File: src/rtl/vram_arbiter_pkg.sv
// vram_arbiter_pkg
//   Shared constants and types for the video RAM arbiter.
//   MEMORY_SIZE_BITS / COLOR_SIZE : video RAM address and pixel widths.
//   VRAM_DEPTH                    : number of valid RAM entries (1122).
//   grant_e                       : last-grant debug encoding.
//   rd_tag_t                      : per-stage tag of the read-return pipeline.
package vram_arbiter_pkg;

    localparam int MEMORY_SIZE_BITS = 11;
    localparam int COLOR_SIZE       = 3;
    localparam int VRAM_DEPTH       = 1122;

    typedef enum logic [1:0] {
        GRANT_IDLE = 2'b00,
        GRANT_RD   = 2'b01,
        GRANT_WR   = 2'b10
    } grant_e;

    typedef struct packed {
        logic vld;   // a read was granted at this stage's entry edge
        logic inr;   // that read address was inside the RAM
    } rd_tag_t;

endpackage

File: src/rtl/vram_rd_pipe.sv
// vram_rd_pipe
//   READ_LATENCY-deep shift register carrying {granted, in_range} for each
//   read so the tag lines up with the RAM q output.
//   clk_i  : clock
//   rst_ni : asynchronous active-low clear (drops in-flight reads)
//   tag_i  : tag of the read granted this cycle
//   tag_o  : tag of the read whose data is on q this cycle
module vram_rd_pipe
    import vram_arbiter_pkg::*;
#(
    parameter int READ_LATENCY = 1
) (
    input  logic    clk_i,
    input  logic    rst_ni,
    input  rd_tag_t tag_i,
    output rd_tag_t tag_o
);

    rd_tag_t [READ_LATENCY-1:0] pipe_q;

    always_ff @(posedge clk_i or negedge rst_ni) begin
        if (!rst_ni) begin
            pipe_q <= '0;
        end else begin
            pipe_q[0] <= tag_i;
            for (int i = 1; i < READ_LATENCY; i++) begin
                pipe_q[i] <= pipe_q[i-1];
            end
        end
    end

    assign tag_o = pipe_q[READ_LATENCY-1];

endmodule

File: src/rtl/vram_arbiter.sv
// vram_arbiter
//   Owns the single port of the video RAM and shares it between the painter
//   (writer) and the screen flasher (reader). Reads win by default to protect
//   display timing; a streak counter hands the port to a waiting writer after
//   MAX_READ_STREAK consecutive reads.
//   Clck, Reset                  : clock, async active-low reset
//   wr_req/wr_addr/wr_data/wr_grant : painter write handshake
//   rd_req/rd_addr/rd_grant      : flasher read handshake
//   rd_valid/rd_data             : read return, READ_LATENCY after rd_grant
//   mem_address/mem_data/mem_wren/mem_q : RAM port
//   addr_err                     : sticky out-of-range access flag
//   last_grant                   : previous cycle's grant (00 idle/01 rd/10 wr)
module vram_arbiter
    import vram_arbiter_pkg::*;
#(
    parameter int MEM_ADDR_W      = MEMORY_SIZE_BITS,
    parameter int MEM_DEPTH       = VRAM_DEPTH,
    parameter int COLOR_W         = COLOR_SIZE,
    parameter int READ_LATENCY    = 1,
    parameter int MAX_READ_STREAK = 8
) (
    input  logic                  Clck,
    input  logic                  Reset,
    input  logic                  wr_req,
    input  logic [MEM_ADDR_W-1:0] wr_addr,
    input  logic [COLOR_W-1:0]    wr_data,
    output logic                  wr_grant,
    input  logic                  rd_req,
    input  logic [MEM_ADDR_W-1:0] rd_addr,
    output logic                  rd_grant,
    output logic                  rd_valid,
    output logic [COLOR_W-1:0]    rd_data,
    output logic [MEM_ADDR_W-1:0] mem_address,
    output logic [COLOR_W-1:0]    mem_data,
    output logic                  mem_wren,
    input  logic [COLOR_W-1:0]    mem_q,
    output logic                  addr_err,
    output logic [1:0]            last_grant
);

    localparam int                    STREAK_W   = $clog2(MAX_READ_STREAK + 1);
    localparam logic [STREAK_W-1:0]   STREAK_MAX = STREAK_W'(MAX_READ_STREAK);
    localparam logic [MEM_ADDR_W-1:0] DEPTH_A    = MEM_ADDR_W'(MEM_DEPTH);

    logic [STREAK_W-1:0] streak_q, streak_d;
    logic                addr_err_q, addr_err_d;
    grant_e              last_grant_q, last_grant_d;
    logic                streak_full;
    logic                rd_in_range, wr_in_range;
    rd_tag_t             tag_in, tag_out;

    assign streak_full = (streak_q == STREAK_MAX);
    assign rd_in_range = (rd_addr < DEPTH_A);
    assign wr_in_range = (wr_addr < DEPTH_A);

    // Grants are gated by Reset so nothing reaches the RAM while held in reset.
    // The two terms are mutually exclusive: on contention streak_full picks one.
    assign rd_grant = Reset && rd_req && (!wr_req || !streak_full);
    assign wr_grant = Reset && wr_req && (!rd_req ||  streak_full);

    // RAM bus: idle drives zeros; out-of-range writes still get a grant but
    // never assert wren, so the requester completes and the RAM is untouched.
    always_comb begin
        mem_address = '0;
        mem_data    = '0;
        mem_wren    = 1'b0;
        if (rd_grant) begin
            mem_address = rd_addr;
        end else if (wr_grant) begin
            mem_address = wr_addr;
            mem_data    = wr_data;
            mem_wren    = wr_in_range;
        end
    end

    always_comb begin
        streak_d = streak_q;
        // The streak only measures reads that made a pending writer wait.
        if (!wr_req || wr_grant) begin
            streak_d = '0;
        end else if (rd_grant && !streak_full) begin
            streak_d = streak_q + STREAK_W'(1);
        end

        addr_err_d = addr_err_q
                   | (rd_grant && !rd_in_range)
                   | (wr_grant && !wr_in_range);

        last_grant_d = rd_grant ? GRANT_RD : (wr_grant ? GRANT_WR : GRANT_IDLE);
    end

    always_ff @(posedge Clck or negedge Reset) begin
        if (!Reset) begin
            streak_q     <= '0;
            addr_err_q   <= 1'b0;
            last_grant_q <= GRANT_IDLE;
        end else begin
            streak_q     <= streak_d;
            addr_err_q   <= addr_err_d;
            last_grant_q <= last_grant_d;
        end
    end

    assign tag_in = rd_tag_t'{vld: rd_grant, inr: rd_in_range};

    vram_rd_pipe #(
        .READ_LATENCY(READ_LATENCY)
    ) u_rd_pipe (
        .clk_i  (Clck),
        .rst_ni (Reset),
        .tag_i  (tag_in),
        .tag_o  (tag_out)
    );

    assign rd_valid   = tag_out.vld;
    assign rd_data    = (tag_out.vld && tag_out.inr) ? mem_q : '0;
    assign addr_err   = addr_err_q;
    assign last_grant = last_grant_q;

endmodule

File: config.mk
export PLATFORM = sky130hd
export DESIGN_NAME = vram_arbiter
export DESIGN_NICKNAME = d
export VERILOG_FILES = /design/src/rtl/vram_arbiter_pkg.sv /design/src/rtl/vram_rd_pipe.sv /design/src/rtl/vram_arbiter.sv
export SDC_FILE = /design/constraint.sdc
export NUM_CORES = 1
export LEC_CHECK = 0
export ABC_AREA = 1
export CAP_MARGIN = 20
export CORE_UTILIZATION = 34
export CTS_CLUSTER_DIAMETER = 150
export DETAILED_ROUTE_END_ITERATION = 16
export HOLD_SLACK_MARGIN = 0.06
export MAX_ROUTING_LAYER = met4
export PLACE_DENSITY = 0.93
export SYNTH_ARGS = -nofsm -noshare
export SYNTH_HDL_FRONTEND = slang
export SYNTH_SLANG_ARGS = --single-unit
File: constraint.sdc
create_clock -name Clck -period 3.7 [get_ports Clck]
set_input_delay 0.74 -clock Clck [delete_from_list [all_inputs] [get_ports Clck]]
set_output_delay 0.74 -clock Clck [all_outputs]
set_load 0.1 [all_outputs]
* Yosys cells after proc, flatten, opt, wreduce, memory -nomap -nowiden
Index checks and enable logic that the tools add are counted.
Cells by class: add/sub/neg operators 1, $lt $le $gt $ge 2, equal/unequal tests 1, muxes and demuxes 11, bitwise logic cells 2, reductions and logical operators 17
Operator list (count):
- 11-bit less-than comparator, second input constant | 2
- 11-bit 2-to-1 mux | 2
- 3-bit 2-to-1 mux | 3
- 1-bit logical AND | 8
- 4-bit 2-to-1 mux | 2
- 1-bit zero test | 5
- 4-bit by 1-bit adder with 4-bit output, second input constant | 1
- 4-bit == test, second input constant | 1
- 2-bit 2-to-1 mux | 2
- 1-bit logical OR | 3
- 1-bit 2-to-1 mux | 2
- 1-bit OR | 2
- 2-bit nonzero test | 1
Word-level totals: register bits 9, input port bits 32, output and inout bits 24, word-level logic and storage cells 39

* Depth between registers and ports, before layout
word-level depth 7, mapped depth 9, gate-level depth less buffers 8

* By module
Synthesis repeated with hierarchy kept, for this count alone.
Second synthesis, totals: cells, all modules 110, area, all modules 705.7 um^2
By module, submodules not included:
- vram_arbiter | times used 1, cells each 108, area an instance 655.6 um^2, sequential area each 175.2 um^2
- vram_rd_pipe | times used 1, cells each 2, area an instance 50.0 um^2, sequential area each 50.0 um^2

* Least setup slack after synthesis
OpenSTA, ideal clock, no wires.
path type input-to-output, start point in rd_req, end point out mem_address[10], arrival 3004 ps, required time 2960 ps, setup slack -44 ps, cell stages on the path 4, buffers on the path 0, path through nand2_1 > inv_1 > nand2_2 > o21ai_0
Between the ends: longest elaborated chain between the ends 5, elaborated cells between the ends (all ways) 7, those cells by class mux (2); reduce/logical (5)
Ends and longest elaborated chain:
- start, declared | line vram_arbiter.sv:28 | input logic rd_req,
- 1-bit zero test | line vram_arbiter.sv:59 | assign wr_grant = Reset && wr_req && (!rd_req || streak_full);
- 1-bit logical OR | line vram_arbiter.sv:59
- 1-bit logical AND | line vram_arbiter.sv:59
- 11-bit 2-to-1 mux | line vram_arbiter.sv:69 | end else if (wr_grant) begin
- 11-bit 2-to-1 mux (*) | line vram_arbiter.sv:67 | if (rd_grant) begin
- end, declared | line vram_arbiter.sv:33 | output logic [MEM_ADDR_W-1:0] mem_address,
Every way passes the cells marked *; elsewhere a longest branch is shown, timed or not.

* Worst setup path in the final report
start point in Reset, end point out mem_address[4]
Between the ends: longest elaborated chain between the ends 4, elaborated cells between the ends (all ways) 6, those cells by class mux (2); reduce/logical (4)
Ends and longest elaborated chain:
- start, declared | line vram_arbiter.sv:23 | input logic Reset,
- 1-bit logical AND (2 in series) | line vram_arbiter.sv:59
- 11-bit 2-to-1 mux | line vram_arbiter.sv:69
- 11-bit 2-to-1 mux (*) | line vram_arbiter.sv:67
Marked as above.

==> results.json <==
{
  "grt_pass1_wl_um": 3510,
  "end_kind": "output pin",
  "die_h_um": 47.0,
  "crit_path_end": "mem_address[4]",
  "hpwl_um": 1970,
  "setup_ws_ns": 0.749,
  "pin_count": 56,
  "path_max_fanout": 13,
  "ys.flop_type": "dfrtp_1",
  "report.final.hold_viol_count": 0,
  "critical_path.startpoint_type": "input port",
  "overflow": 0,
  "leakage_nw": 0.710,
  "tns_ns": 0,
  "fin_crit_ns": 2.95,
  "clkTransAtPathRegs_ns": 0.06,
  "synth_xor_xnor_area_share": 0.0382,
  "p_total_mw": 0.377,
  "die_w_um": 47.0,
  "synthSimpleGateAreaFrac": 0.445,
  "wl_um": 2350,
  "cts_resized": 0,
  "regArea_um2": 200,
  "busiest_layer": "met2",
  "max_stage_delay_ns": 0.45,
  "hold_class": "register to register",
  "p_sw_frac": 0.445,
  "cp-startpoint": "Reset",
  "routedWlPerCell_um": 12.3,
  "gr-usage-all-layers": 0.242,
  "crit_type": "input port to output pin",
  "crit_buf_inv": 5,
  "synth_area_leaders": "dfrtp_1, nand2_1, nor2_1",
  "cts_tree": "built",
  "synth_area_um2": 688,
  "rows": 15,
  "grt_util_met1": 0.251,
  "syn_to_final_growth_pct": 107,
  "power.density_nw_per_um2": 265,
  "antenna_left": 0,
  "vias_per_cell": 4.59,
  "vias": 877,
  "place_congestion": 0.820,
  "multi_input_area_um2": 374,
  "drtIter0Drc": 31,
  "use_met2": 0.428,
  "drt_first_pass_iters": 6,
  "fin_nets": 202,
  "avgSynthCellArea_um2": 6.26,
  "crit_path_top_delay_cell": "clkdlybuf4s50_1",
  "power_frac_seq": 0.250,
  "syn_inst": 110,
  "synth_fa_ha_area_frac": 0.0364,
  "grt_max_degree": 14,
  "intPower_mw": 0.209,
  "r2r_cells": 7,
  "p_sw_mw": 0.167,
  "grt_use_met3": 0.0654,
  "pre_cts_ws_ns": 0.759,
  "dieArea_um2": 2210,
  "cap_viol_max_count": 0,
  "drive_gt1_frac": 0.211,
  "synthMuxAreaShare": 0,
  "num_antenna_cells": 0,
  "yosys_warnings": 0,
  "yosysTopAreaCellShare": 0.291,
  "cp_cell_sequence": "clkdlybuf4s50_1 -> buf_4 -> nand2_1 -> inv_1 -> nand2_2 -> inv_2 -> nand2_1 -> nand2_1 -> buf_12",
  "cts.sinks": 8,
  "critical_path_depth": 9,
  "synth_edf_count": 0,
  "root_buffer": "clkbuf_4",
  "required_ns": 2.96,
  "htree_num_levels": 1,
  "yosysSeqAreaShare": 0.291,
  "ctsLongestPathBuffers": 2,
  "start_util": 0.382,
  "portBuffers": 55,
  "post_cts_buffers": 0,
  "post-synth-top-area-cell": "dfrtp_1",
  "yosysUniqueCellTypes": 22,
  "core_um2": 1800,
  "synth_top_family_by_area": "simple AND/OR/NAND/NOR gates",
  "fin_crit_sh": 0.798,
  "synthArstFlopShare": 1.00,
  "cts_hold_buf": 0,
  "numCtsBuffers": 3,
  "r2r-end": "streak_q[1]",
  "rsz0062_at_grt": "no",
  "synth_compound_area_frac": 0.0236,
  "cp_data_arrival_time_ns": 2.21,
  "p_clk_frac": 0.185,
  "finalSetupViolations": 0,
  "crit_path_frequent_cell": "nand2_1",
  "syn_nets": 144,
  "status": "completed",
  "clkLatencyLatePin_ns": 0.26,
  "antenna_found_initial": 0,
  "drv_slew": 0,
  "pwr-share-comb": 0.565,
  "tightest_slew_ns": 0.970,
  "timing.slew.headroom": 0.352,
  "skew_ns": 0.00167,
  "r2r-start": "streak_q[0]",
  "cpLargestDelayFamily": "buffers and inverters",
  "synth_seq_cells": 8,
  "grt_pass1_vias": 798,
  "reg2reg_slack_ns": 2.38,
  "max_freq_mhz": 339,
  "drc": 0,
  "vdd_drop_max_uv": 198,
  "fillCellCount": 127
}
==> worst min-delay path by stage <==
stage                        start       end  slack (ns)  cells past startpoint
after global placement    addr_err  addr_err        0.48                      2
after CTS                 addr_err  addr_err        0.51                      2
after floorplan              Reset  addr_err        0.44                      0
final                     addr_err  addr_err        0.50                      2
after detailed placement  addr_err  addr_err        0.49                      2
after global routing      addr_err  addr_err        0.54                      2
==> Yosys cell counts (2+ instances only) <==
| master | instances |
|---|---|
| nand2_1 | 42 |
| nor2_1 | 16 |
| inv_1 | 15 |
| dfrtp_1 | 8 |
| nand2_2 | 5 |
| nand3_1 | 4 |
| ha_1 | 2 |
| inv_2 | 2 |
| nor3_1 | 2 |
| xnor2_1 | 2 |
==> cells in the final DEF, fill, tap and decap left out, drive strengths merged <==
| master | instances |
|---|---|
| o21ai | 1 |
| nor3 | 2 |
| xor2 | 1 |
| nand3 | 5 |
| o22ai | 1 |
| dfrtp | 8 |
| ha | 2 |
| nand2 | 48 |
| clkbuf | 3 |
| a21oi | 1 |
| clkdlybuf4s50 | 35 |
| nor2 | 16 |
| buf | 21 |
| nand4 | 1 |
| inv | 18 |
| clkinv | 1 |
| xnor2 | 2 |
==> worst reg2reg max path, cell delays in order (launching register included) <==
cell	delay (ns)
dfrtp_1	0.41
inv_1	0.06
ha_1	0.22
nand3_2	0.09
nand2_2	0.06
nand2_4	0.10
nand2_1	0.12
o22ai_1	0.17
==> power by group through the flow <==
stage	Clock [mW]	Sequential, mW	Combinational [mW]
floorplan	0	0.102	0.114
global placement	0	0.0954	0.210
detailed placement	0	0.0957	0.213
CTS	0.0701	0.0942	0.214
global route	0.0738	0.0945	0.222
finish	0.0696	0.0941	0.213
==> routing by layer <==
metal / wire length [µm] / vias to the layer above
met4: 40 / 0
met5: 0 / -
met3: 124 / 4
li1: - / 436
met2: 1320 / 37
met1: 857 / 400
==> flip-flops by register name, indices dropped and copies added, names as in the netlist <==
name / cells
streak_q: 4
last_grant: 2
addr_err: 1
u_rd_pipe.tag_o: 1
==> area by class of cell <==
cell class / count / share of cell area
Inverter: 19 / 0.0527
Sequential cell: 8 / 0.141
Timing Repair Buffer: 56 / 0.506
Multi-Input combinational cell: 80 / 0.263
Tap cell: 25 / 0.0220
Clock buffer: 3 / 0.0158
==> metrics by stage <==
stage	hold WS [ns]	std cells	utilization	instance area, µm²
detailed placement	0.485	188	0.778	1400
floorplan	0.444	110	-	688
global route	0.540	191	0.790	1420
global placement	0.481	188	0.778	1400
finish	0.503	191	0.790	1420
CTS	0.513	191	0.790	1420
==> cells by family (layout without fill, tap and decap cells) <==
logic type               Yosys count  in the layout
AO/OA/AOI/OAI                      3              3
XOR/XNOR                           3              3
adder cells (fa/ha/maj)            2              2
buffers and inverters             22             78
flip-flops                         8              8
AND/OR/NAND/NOR                   72             72
Power figures use the tool's default switching activity.
